### config.mk
export PLATFORM = sky130hd
export DESIGN_NAME = wb_req_guard_flat
export DESIGN_NICKNAME = d
export VERILOG_FILES = /design/src/rtl/wb_req_guard_pkg.sv /design/src/rtl/wb_req_guard_if.sv /design/src/rtl/wb_req_timer.sv /design/src/rtl/wb_req_guard.sv /design/src/flat_wrapper.sv
export SDC_FILE = /design/constraint.sdc
export NUM_CORES = 1
export LEC_CHECK = 0
export BUFFER_PORTS_ARGS = -buffer_cell sky130_fd_sc_hd__buf_4
export CAP_MARGIN = 20
export CORE_MARGIN = 2
export CORE_UTILIZATION = 43
export DETAILED_ROUTE_END_ITERATION = 16
export GPL_ROUTABILITY_DRIVEN = 0
export PLACE_DENSITY = 0.84
export SLEW_MARGIN = 5
export SYNTH_ARGS = -nofsm -noshare
export SYNTH_HDL_FRONTEND = slang
export SYNTH_SLANG_ARGS = --single-unit
### constraint.sdc
create_clock -name app_clk -period 1.7 [get_ports app_clk]
set_clock_uncertainty 0.15 [all_clocks]
set_input_delay 0.425 -clock app_clk [delete_from_list [all_inputs] [get_ports app_clk]]
set_output_delay 0.425 -clock app_clk [all_outputs]
set_load 0.01 [all_outputs]
### src/rtl/wb_req_guard_pkg.sv
// -----------------------------------------------------------------------------
// wb_req_guard_pkg
// Shared definitions for the register-to-Wishbone request guard:
//   - state_e  : FSM state encoding (IDLE, BUS, RELEASE)
//   - TMR_W    : width of the bus-phase timeout counter / limit
//   - ERR_DATA : all-ones read data returned on error or timeout; users slice
//                the low DW bits
// -----------------------------------------------------------------------------
package wb_req_guard_pkg;

  typedef enum logic [1:0] {
    ST_IDLE    = 2'd0,
    ST_BUS     = 2'd1,
    ST_RELEASE = 2'd2
  } state_e;

  localparam int TMR_W = 16;

  localparam int MAX_DW = 1024;
  localparam logic [MAX_DW-1:0] ERR_DATA = '1;

endpackage

### src/rtl/wb_req_guard_if.sv
// -----------------------------------------------------------------------------
// wb_req_guard_if
// Wishbone master-side bundle used by wb_req_guard.
//   master modport (the guard): drives cyc/stb/adr/we/dat_o/sel,
//                               receives dat_i/ack/err
//   slave modport  (the bus)  : the mirror image
// Parameters: AW address width, DW data width (byte select is DW/8 wide).
// -----------------------------------------------------------------------------
interface wb_req_guard_if #(
  parameter int AW = 32,
  parameter int DW = 32
);
  localparam int BEW = DW / 8;

  logic           wbm_cyc_o;
  logic           wbm_stb_o;
  logic [AW-1:0]  wbm_adr_o;
  logic           wbm_we_o;
  logic [DW-1:0]  wbm_dat_o;
  logic [BEW-1:0] wbm_sel_o;
  logic [DW-1:0]  wbm_dat_i;
  logic           wbm_ack_i;
  logic           wbm_err_i;

  modport master (
    output wbm_cyc_o, wbm_stb_o, wbm_adr_o, wbm_we_o, wbm_dat_o, wbm_sel_o,
    input  wbm_dat_i, wbm_ack_i, wbm_err_i
  );

  modport slave (
    input  wbm_cyc_o, wbm_stb_o, wbm_adr_o, wbm_we_o, wbm_dat_o, wbm_sel_o,
    output wbm_dat_i, wbm_ack_i, wbm_err_i
  );
endinterface

### src/rtl/wb_req_timer.sv
// -----------------------------------------------------------------------------
// wb_req_timer
// Bus-phase timeout counter. The count is cleared by 'clear', otherwise
// increments on every enabled cycle. 'expired' is combinational: it flags the
// cycle in which the running count equals 'limit' (limit 0 never expires).
// Because 'limit' is compared live, a change takes effect on the next compare.
// Ports:
//   clk, rst  : clock, synchronous active-high reset
//   clear     : zero the count on the next edge (priority over enable)
//   enable    : count this cycle / qualify expiry
//   limit     : timeout limit in cycles
//   expired   : count == limit while enabled and limit != 0
// -----------------------------------------------------------------------------
module wb_req_timer
  import wb_req_guard_pkg::*;
(
  input  logic             clk,
  input  logic             rst,
  input  logic             clear,
  input  logic             enable,
  input  logic [TMR_W-1:0] limit,
  output logic             expired
);

  logic [TMR_W-1:0] count_q, count_d;

  always_comb begin
    count_d = count_q;
    if (clear) begin
      count_d = '0;
    end else if (enable) begin
      count_d = count_q + 1'b1;
    end
  end

  always_ff @(posedge clk) begin
    if (rst) begin
      count_q <= '0;
    end else begin
      count_q <= count_d;
    end
  end

  assign expired = enable && (limit != '0) && (count_q == limit);

endmodule

### src/rtl/wb_req_guard.sv
// -----------------------------------------------------------------------------
// wb_req_guard
// Turns a level-held register request (reg_cs) into exactly one Wishbone
// classic cycle, with error and timeout reporting.
//
// Ports:
//   app_clk, reset   : clock, synchronous active-high reset
//   cfg_timeout[16]  : bus-phase timeout in cycles, 0 disables
//   reg_cs/addr/wdata/wr/be : request side (held until reg_ack, then dropped)
//   reg_ack          : one-cycle completion pulse
//   reg_rdata        : read data (0 for writes, all-ones on err/timeout),
//                      held until the next reg_ack
//   reg_err, reg_timeout : completion status, only nonzero with reg_ack
//   wbm              : Wishbone master bundle (wb_req_guard_if.master)
//   err_cnt, last_err_addr : only when WB_REQ_GUARD_STATUS_EN is defined;
//                      saturating count of err/timeout completions and the
//                      address of the latest one
//
// Optional feature macro: WB_REQ_GUARD_STATUS_EN
// -----------------------------------------------------------------------------
module wb_req_guard
  import wb_req_guard_pkg::*;
#(
  parameter int AW = 32,
  parameter int DW = 32
) (
  input  logic              app_clk,
  input  logic              reset,
  input  logic [15:0]       cfg_timeout,
  input  logic              reg_cs,
  input  logic [AW-1:0]     reg_addr,
  input  logic [DW-1:0]     reg_wdata,
  input  logic              reg_wr,
  input  logic [DW/8-1:0]   reg_be,
  output logic              reg_ack,
  output logic [DW-1:0]     reg_rdata,
  output logic              reg_err,
  output logic              reg_timeout,
`ifdef WB_REQ_GUARD_STATUS_EN
  output logic [7:0]        err_cnt,
  output logic [AW-1:0]     last_err_addr,
`endif
  wb_req_guard_if.master    wbm
);

  localparam int BEW = DW / 8;

  state_e         state_q, state_d;
  logic           cyc_q, cyc_d;
  logic [AW-1:0]  adr_q, adr_d;
  logic           we_q, we_d;
  logic [DW-1:0]  dat_q, dat_d;
  logic [BEW-1:0] sel_q, sel_d;
  logic           ack_q, ack_d;
  logic [DW-1:0]  rdata_q, rdata_d;
  logic           err_q, err_d;
  logic           tmo_q, tmo_d;

  logic           tmr_clear;
  logic           tmr_expired;

  wb_req_timer u_timer (
    .clk     (app_clk),
    .rst     (reset),
    .clear   (tmr_clear),
    .enable  (state_q == ST_BUS),
    .limit   (cfg_timeout),
    .expired (tmr_expired)
  );

  // Next-state and registered-output logic. Bus outputs are registered, so
  // cyc/stb rise on the edge that samples reg_cs and fall on the edge that
  // samples the completion.
  always_comb begin
    state_d   = state_q;
    cyc_d     = cyc_q;
    adr_d     = adr_q;
    we_d      = we_q;
    dat_d     = dat_q;
    sel_d     = sel_q;
    ack_d     = 1'b0;
    rdata_d   = rdata_q;
    err_d     = 1'b0;
    tmo_d     = 1'b0;
    tmr_clear = 1'b0;

    case (state_q)
      ST_IDLE: begin
        if (reg_cs) begin
          state_d   = ST_BUS;
          cyc_d     = 1'b1;
          adr_d     = reg_addr;
          we_d      = reg_wr;
          dat_d     = reg_wdata;
          sel_d     = reg_be;
          tmr_clear = 1'b1;
        end
      end

      ST_BUS: begin
        // err beats ack, and either beats a timeout in the same cycle
        if (wbm.wbm_err_i) begin
          state_d = ST_RELEASE;
          cyc_d   = 1'b0;
          ack_d   = 1'b1;
          err_d   = 1'b1;
          rdata_d = ERR_DATA[DW-1:0];
        end else if (wbm.wbm_ack_i) begin
          state_d = ST_RELEASE;
          cyc_d   = 1'b0;
          ack_d   = 1'b1;
          rdata_d = we_q ? '0 : wbm.wbm_dat_i;
        end else if (tmr_expired) begin
          state_d = ST_RELEASE;
          cyc_d   = 1'b0;
          ack_d   = 1'b1;
          tmo_d   = 1'b1;
          rdata_d = ERR_DATA[DW-1:0];
        end
      end

      ST_RELEASE: begin
        // a still-held reg_cs belongs to the finished request
        if (!reg_cs) begin
          state_d = ST_IDLE;
        end
      end

      default: begin
        state_d = ST_IDLE;
        cyc_d   = 1'b0;
      end
    endcase
  end

  always_ff @(posedge app_clk) begin
    if (reset) begin
      state_q <= ST_IDLE;
      cyc_q   <= 1'b0;
      adr_q   <= '0;
      we_q    <= 1'b0;
      dat_q   <= '0;
      sel_q   <= '0;
      ack_q   <= 1'b0;
      rdata_q <= '0;
      err_q   <= 1'b0;
      tmo_q   <= 1'b0;
    end else begin
      state_q <= state_d;
      cyc_q   <= cyc_d;
      adr_q   <= adr_d;
      we_q    <= we_d;
      dat_q   <= dat_d;
      sel_q   <= sel_d;
      ack_q   <= ack_d;
      rdata_q <= rdata_d;
      err_q   <= err_d;
      tmo_q   <= tmo_d;
    end
  end

  assign wbm.wbm_cyc_o = cyc_q;
  assign wbm.wbm_stb_o = cyc_q;
  assign wbm.wbm_adr_o = adr_q;
  assign wbm.wbm_we_o  = we_q;
  assign wbm.wbm_dat_o = dat_q;
  assign wbm.wbm_sel_o = sel_q;

  assign reg_ack     = ack_q;
  assign reg_rdata   = rdata_q;
  assign reg_err     = err_q;
  assign reg_timeout = tmo_q;

`ifdef WB_REQ_GUARD_STATUS_EN
  function automatic logic [7:0] sat_inc8(input logic [7:0] v);
    return (v == 8'hFF) ? v : v + 8'd1;
  endfunction

  logic [7:0]    err_cnt_q, err_cnt_d;
  logic [AW-1:0] last_err_addr_q, last_err_addr_d;

  always_comb begin
    err_cnt_d       = err_cnt_q;
    last_err_addr_d = last_err_addr_q;
    if (ack_d && (err_d || tmo_d)) begin
      err_cnt_d       = sat_inc8(err_cnt_q);
      last_err_addr_d = adr_q;
    end
  end

  always_ff @(posedge app_clk) begin
    if (reset) begin
      err_cnt_q       <= '0;
      last_err_addr_q <= '0;
    end else begin
      err_cnt_q       <= err_cnt_d;
      last_err_addr_q <= last_err_addr_d;
    end
  end

  assign err_cnt       = err_cnt_q;
  assign last_err_addr = last_err_addr_q;
`endif

endmodule

### src/flat_wrapper.sv
// flat-port wrapper written by rule: the top's interface ports become plain ports
module wb_req_guard_flat import wb_req_guard_pkg::*;
#(
  parameter int AW = 32,
  parameter int DW = 32
)
  (app_clk, reset, cfg_timeout, reg_cs, reg_addr, reg_wdata, reg_wr, reg_be, reg_ack, reg_rdata, reg_err, reg_timeout, wbm_wbm_cyc_o, wbm_wbm_stb_o, wbm_wbm_adr_o, wbm_wbm_we_o, wbm_wbm_dat_o, wbm_wbm_sel_o, wbm_wbm_dat_i, wbm_wbm_ack_i, wbm_wbm_err_i);
  wb_req_guard_if #(.AW(AW), .DW(DW)) wbm_i ();
  input  logic app_clk;
  input  logic reset;
  input  logic [15:0] cfg_timeout;
  input  logic reg_cs;
  input  logic [AW-1:0] reg_addr;
  input  logic [DW-1:0] reg_wdata;
  input  logic reg_wr;
  input  logic [DW/8-1:0] reg_be;
  output logic reg_ack;
  output logic [DW-1:0] reg_rdata;
  output logic reg_err;
  output logic reg_timeout;
  output wire logic [$bits(wbm_i.wbm_cyc_o)-1:0] wbm_wbm_cyc_o;
  output wire logic [$bits(wbm_i.wbm_stb_o)-1:0] wbm_wbm_stb_o;
  output wire logic [$bits(wbm_i.wbm_adr_o)-1:0] wbm_wbm_adr_o;
  output wire logic [$bits(wbm_i.wbm_we_o)-1:0] wbm_wbm_we_o;
  output wire logic [$bits(wbm_i.wbm_dat_o)-1:0] wbm_wbm_dat_o;
  output wire logic [$bits(wbm_i.wbm_sel_o)-1:0] wbm_wbm_sel_o;
  input wire logic [$bits(wbm_i.wbm_dat_i)-1:0] wbm_wbm_dat_i;
  input wire logic [$bits(wbm_i.wbm_ack_i)-1:0] wbm_wbm_ack_i;
  input wire logic [$bits(wbm_i.wbm_err_i)-1:0] wbm_wbm_err_i;
  assign wbm_wbm_cyc_o = wbm_i.wbm_cyc_o;
  assign wbm_wbm_stb_o = wbm_i.wbm_stb_o;
  assign wbm_wbm_adr_o = wbm_i.wbm_adr_o;
  assign wbm_wbm_we_o = wbm_i.wbm_we_o;
  assign wbm_wbm_dat_o = wbm_i.wbm_dat_o;
  assign wbm_wbm_sel_o = wbm_i.wbm_sel_o;
  assign wbm_i.wbm_dat_i = wbm_wbm_dat_i;
  assign wbm_i.wbm_ack_i = wbm_wbm_ack_i;
  assign wbm_i.wbm_err_i = wbm_wbm_err_i;
  wb_req_guard #(.AW(AW), .DW(DW)) u_core (.app_clk(app_clk), .reset(reset), .cfg_timeout(cfg_timeout), .reg_cs(reg_cs), .reg_addr(reg_addr), .reg_wdata(reg_wdata), .reg_wr(reg_wr), .reg_be(reg_be), .reg_ack(reg_ack), .reg_rdata(reg_rdata), .reg_err(reg_err), .reg_timeout(reg_timeout), .wbm(wbm_i));
endmodule
==> results of run 1 <==
==> worst register-to-register path: cells and delay by family, from the launching register on <==
family,cells,cell delay [ns]
AND/OR/NAND/NOR,2,0.48
flip-flops,1,0.32
buffers and inverters,2,0.32
XOR/XNOR,1,0.22
AO/OA/AOI/OAI,1,0.15
==> flip-flops by register name, indices dropped and copies added (netlist names) <==
register and flops:
u_core.state_q 2, u_core.u_timer.count_q 16, u_core.wbm.wbm_dat_o 32, u_core.wbm.wbm_cyc_o 1, u_core.reg_rdata 32, u_core.reg_err 1, u_core.reg_ack 1, u_core.wbm.wbm_adr_o 32
u_core.wbm.wbm_we_o 1, u_core.reg_timeout 1, u_core.wbm.wbm_sel_o 4
==> routing by layer <==
| metal | share of wire (%) | GRT usage (%) | vias up |
|---|---|---|---|
| met5 | 0 | 0 | - |
| met4 | 1.7 | 7.32 | 0 |
| met3 | 9.2 | 9.35 | 30 |
| met2 | 50 | 39.8 | 245 |
| met1 | 39 | 28.0 | 2629 |
| li1 | - | - | 2720 |
==> synth_stat cells, types with 2 or more instances <==
cell,n
nor4_2,3
o21ai_1,29
nor2_1,17
xor2_1,22
xnor2_1,2
buf_4,2
a21oi_1,109
nand2b_1,34
and4_1,2
nor4_1,7
buf_6,3
dfxtp_1,123
nand2_1,144
clkbuf_1,35
or3_1,7
nand4_4,2
o21ai_0,44
nand3_1,38
inv_1,2
nand4_1,5
buf_2,9
and2_1,2
==> layout make-up <==
cell class,instances,share of cell area [%]
flip-flops and latches,123,29.9
inverters,2,0.0906
well taps,147,2.22
clock buffers,21,5.31
multi-input cells,482,32.7
clock inverters,11,2.05
repair buffers,273,27.7
==> power by group <==
part | leakage, nW | switching [W] | internal, W
clock network | 0.287 | 0.00129 | 0.00245
logic | 2.32 | 0.000642 | 0.000665
registers | 1.01 | 0.000107 | 0.00307
==> stage by stage <==
| stage | power (W) | utilization (%) | instance area (um2) | setup TNS [ns] | cells |
|---|---|---|---|---|---|
| 2_1_floorplan | 0.00376 | - | 5210 | -0.00692 | 658 |
| 3_3_place_gp | 0.00444 | 61.1 | 7280 | -3.59 | 1017 |
| 3_5_place_dp | 0.00447 | 61.1 | 7280 | -5.58 | 1017 |
| 4_1_cts | 0.00820 | 66.5 | 7920 | -0.0234 | 1050 |
| 5_1_grt | 0.00853 | 69.6 | 8290 | -1.38 | 1059 |
| 6_report | 0.00822 | 69.6 | 8290 | -0.00869 | 1059 |
==> final timing paths <==
path | end | start
max | u_core.reg_rdata[10] | u_core.u_timer.count_q[13]
min | u_core.wbm.wbm_sel_o[3] | reg_be[3]
max reg2reg | u_core.reg_rdata[10] | u_core.u_timer.count_q[13]
min reg2reg | u_core.wbm.wbm_adr_o[1] | u_core.wbm.wbm_adr_o[1]
==> logic make-up after synthesis <==
kind of cell / Yosys count / share of synthesized area [%]
simple gates: 269 / 25.1
compound gates: 187 / 18.3
flops: 123 / 47.4
buf+inv: 53 / 4.65
xor+xnor: 24 / 4.05
mux: 1 / 0.193
fa+ha+maj: 1 / 0.241
==> timing repair <==
action | CTS | global route
endpoints found under the setup margin | 20 | 44
pin swaps | 2 | 34
setup buffers | 1 | 3
gates cloned | 0 | 6
gates resized for setup | 7 | 52
==> run metrics, run 1 <==
Final WS setup=-0.00770 ns; Synthesized Nets=781; area leader, netlist=dfxtp_1; Worst Reg-to-Reg Cells=6; Gate Count Post-Synth=658; nets=1022; Seq/Total Area, Yosys=47.4%; Lkg Pwr=3.62 nW; final wirelength=16.8 mm; Tightest Pin Transition=0.425 ns; row count=40; WL/cell=15.9 um; peak supply drop=0.000776 V; DIE HEIGHT=114 um; first-pass GRT wire length=24.7 mm; Period minus WS final=1.71 ns; CP delay by family, top=simple AND/OR/NAND/NOR gates; EDFF count, synth=0; commonest non-fill, non-tap cell in the layout=buf_4; IO Count=228; RSZ-0062 raised after global routing=yes; Synth Cell Area=5190 um2; share of the synthesized area in the top cell type=47.4%; async set-reset flop share out of synthesis=0%; Diodes inserted=0; final setup violation count=2; period utilisation layout=100%; setup slack at placement=-0.188 ns; Fmax=0.586 GHz; Worst Setup Path Type=reg2reg; critical path cell sequence=xor2_1 -> nor4_4 -> nand4_4 -> buf_12 -> buf_6 -> o21ai_1; number of detailed-route iterations in the first pass=6; Clock Root Buffer=clkbuf_16; GRT Util Overall=23.7%; WP depth=6; CTS H-tree depth=4; via-per-instance ratio=5.31; flop2flop setup slack=-0.008 ns; # port buffers=227; hold path depth=3; Yosys cell types=39; Starting DRT DRC Count=431; Post-DRT Antenna Nets=0; Main synth FF type=dfxtp_1; pin count of the biggest net entering global routing=71; worst skew pair latency=0.41 ns; pins over their slew limit=0; crit path DAT=1.89 ns; Core ar.=11900 um2; FF+latch area=2480 um2; initial antenna violation count=0; outcome=finished, violations left; Max-Cap Viols=0; Clock Tree Buf Depth=2; number of synthesized register bits=123; syn_area_per_cell=7.89 um2; most frequent cells in the layout=buf_4, nand2_1, dfxtp_1, a21oi_1, o21ai_0; die area=13000 um2; slowest cell delay on critical path=0.33 ns; CP required=1.89 ns; ratio of cells with drive above 1 in the final layout=38.7%; worst rel slew slack=71.6%; Hold Path Class=in2reg; Reg clk slew, reported paths=0.06 ns; total CTS buffers=17; Area contributors post-synth=dfxtp_1, a21oi_1, nand2_1; CP Launch Type=flop; total number of vias=5624; HPWL Detailed=10.6 mm; initial core utilization=43.6%; WP buf/inv=2; Clock Sinks=123; YS warnings=0; CP Max Fanout=8; PwrDens=992 nW/um2; vias in the first global route=5146; hold buffer count at cts=0; Fin. Hold Viols=0; DRC viols=0; hold_ws=0.106 ns; area grow syn2layout=59.7%; grt ovf=0; # fillers=909; multi-input gate area in the final layout=2710 um2; slowest library cell on the worst path=nor4_4; kind of end point of the critical path=flop; TritonCTS clock tree=done; Die X=114 um; failing checks=setup timing
Note: power is estimated with default switching activity, not from simulation.
==> run 2: changes to the inputs <==
--- a/config.mk
+++ b/config.mk
@@ -12,6 +12,7 @@
 export DETAILED_ROUTE_END_ITERATION = 16
 export GPL_ROUTABILITY_DRIVEN = 0
 export PLACE_DENSITY = 0.84
+export REMOVE_ABC_BUFFERS = 1
 export SLEW_MARGIN = 5
 export SYNTH_ARGS = -nofsm -noshare
 export SYNTH_HDL_FRONTEND = slang
==> run metrics, run 2 (synthesis gave the netlist of run 1 again) <==
CP Max Fanout=8 (unchanged); crit path DAT=1.84 ns (was 1.89 ns); nets=1019 (was 1022); kind of end point of the critical path=flop (unchanged); CP required=1.88 ns (was 1.89 ns); Worst Setup Path Type=reg2reg (unchanged); met2 WL=8.02 mm (was 8.36 mm); DRC viols=0 (unchanged); Fin. Hold Viols=0 (unchanged); GRT Util Overall=23.2% (was 23.7%); worst rel slew slack=69.8% (was 71.6%); initial antenna violation count=0 (unchanged); routed wl met3=1.25 mm (was 1.55 mm); pin count of the biggest net entering global routing=61 (was 71); via-per-instance ratio=5.24 (was 5.31); WL/cell=15.2 um (was 15.9 um); Period minus WS final=1.67 ns (was 1.71 ns); grt ovf=0 (unchanged); first-pass GRT wire length=24.5 mm (was 24.7 mm); Lkg Pwr=3.60 nW (was 3.62 nW); row count=40 (unchanged); most frequent cells in the layout=buf_4, nand2_1, dfxtp_1, a21oi_1 (was buf_4, nand2_1, dfxtp_1, a21oi_1, o21ai_0); M1 WL=6.48 mm (was 6.64 mm); Final WS setup=0.0340 ns (was -0.00770 ns); Diodes inserted=0 (unchanged); CTS H-tree depth=4 (unchanged); Starting DRT DRC Count=489 (was 431); # port buffers=227 (unchanged); area grow syn2layout=58.3% (was 59.7%); final setup violation count=0 (was 2); Hold Path Class=in2reg (unchanged); Max-Cap Viols=0 (unchanged); RSZ-0062 raised after global routing=yes (unchanged); PwrDens=1000 nW/um2 (was 992 nW/um2); Clock Sinks=123 (unchanged); total CTS buffers=17 (unchanged); Core ar.=11900 um2 (unchanged); Clock Root Buffer=clkbuf_16 (unchanged); setup slack at placement=-0.210 ns (was -0.188 ns); worst skew pair latency=0.40 ns (was 0.41 ns); commonest non-fill, non-tap cell in the layout=buf_4 (unchanged); Tightest Pin Transition=0.449 ns (was 0.425 ns); IO Count=228 (unchanged); DIE HEIGHT=114 um (unchanged); ratio of cells with drive above 1 in the final layout=38.6% (was 38.7%); vias in the first global route=5070 (was 5146); number of detailed-route iterations in the first pass=5 (was 6); peak supply drop=0.000564 V (was 0.000776 V); Clock Tree Buf Depth=2 (unchanged); period utilisation layout=98.0% (was 100%); Reg clk slew, reported paths=0.06 ns (about the same); final wirelength=16.0 mm (was 16.8 mm); initial core utilization=43.6% (unchanged); TritonCTS clock tree=done (unchanged); final core occ=69.0% (was 69.6%); max layer used=met4 (unchanged); CP Launch Type=flop (unchanged); Fmax=0.600 GHz (was 0.586 GHz); die area=13000 um2 (unchanged); pins over their slew limit=0 (unchanged); Post-DRT Antenna Nets=0 (unchanged); HPWL Detailed=10.4 mm (was 10.6 mm); outcome=complete, no violations (was finished, violations left); total number of vias=5536 (was 5624); Die X=114 um (unchanged)
[run 2: changes by cell type in the layout (fill, tap and decap cells not counted), moves of 2 or more]
| cell | delta |
|---|---|
| clkbuf_1 | -3 |
| o21ai_2 | +2 |
| clkbuf_16 | -2 |
| nor2_2 | -2 |
| xor2_2 | -2 |
| clkinv_4 | +2 |
| o21ai_0 | -2 |
| nor2_1 | +2 |
| xor2_1 | +2 |
[run 2: final cells by class]
| type | count | area, um2 |
|---|---|---|
| Clock buffer | 18 | 429 |
| Clock inverter | 14 | 196 |
| Fill cell | 945 | 3690 |
| Inverter | 2 | 7.51 |
| Multi-Input combinational cell | 482 | 2700 |
| Sequential cell | 123 | 2480 |
| Tap cell | 147 | 184 |
| Timing Repair Buffer | 270 | 2220 |
[run 2: per-layer routing]
metal,vias to the layer above,track usage [%]
met5,-,0
met4,0,7.89
met3,22,5.26
met2,254,38.4
met1,2545,30.0
li1,2715,-
[run 2: power breakdown]
part	total, W	internal [W]	switching [W]	leakage (nW)
combinational	0.00127	0.000654	0.000617	2.29
sequential	0.00317	0.00307	0.000106	1.01
clock	0.00381	0.00246	0.00135	0.296
[run 2: what timing repair did]
item                                    CTS  global route
cloned                                    0             4
gates resized for setup                  14            46
endpoints found under the setup margin   10            40
setup buffers                             1             3
pin swaps                                 4            32
hold buffers                              0             0
[run 2: worst paths after layout]
kind                            depth (start not counted)  slack [ns]                  endpoint                        from
worst max-delay path                                    6        0.03      u_core.reg_rdata[17]  u_core.u_timer.count_q[10]
worst min-delay path                                    3        0.12  u_core.wbm.wbm_dat_o[14]               reg_wdata[14]
worst max register to register                          6        0.03      u_core.reg_rdata[17]  u_core.u_timer.count_q[10]
worst min register to register                          2        0.30   u_core.wbm.wbm_dat_o[4]     u_core.wbm.wbm_dat_o[4]
[run 2: through the flow]
step | instances | cell area (um2) | hold slack, ns | power (W) | TNS [ns]
detailed placement | 1016 | 7250 | 0.297 | 0.00445 | -6.72
global route | 1056 | 8220 | 0.108 | 0.00857 | -0.123
global placement | 1016 | 7250 | 0.292 | 0.00443 | -6.81
floorplan | 607 | 4960 | 0.320 | 0.00371 | -277.98
CTS | 1049 | 7910 | 0.110 | 0.00825 | -0.00680
finish | 1056 | 8220 | 0.123 | 0.00825 | 0
[run 2: critical path: stages (launching register included)]
cell     delay [ns]
dfxtp_1        0.34
xor2_1         0.20
nor4_4         0.31
nand4_4        0.14
buf_12         0.17
buf_12         0.15
o21ai_2        0.13
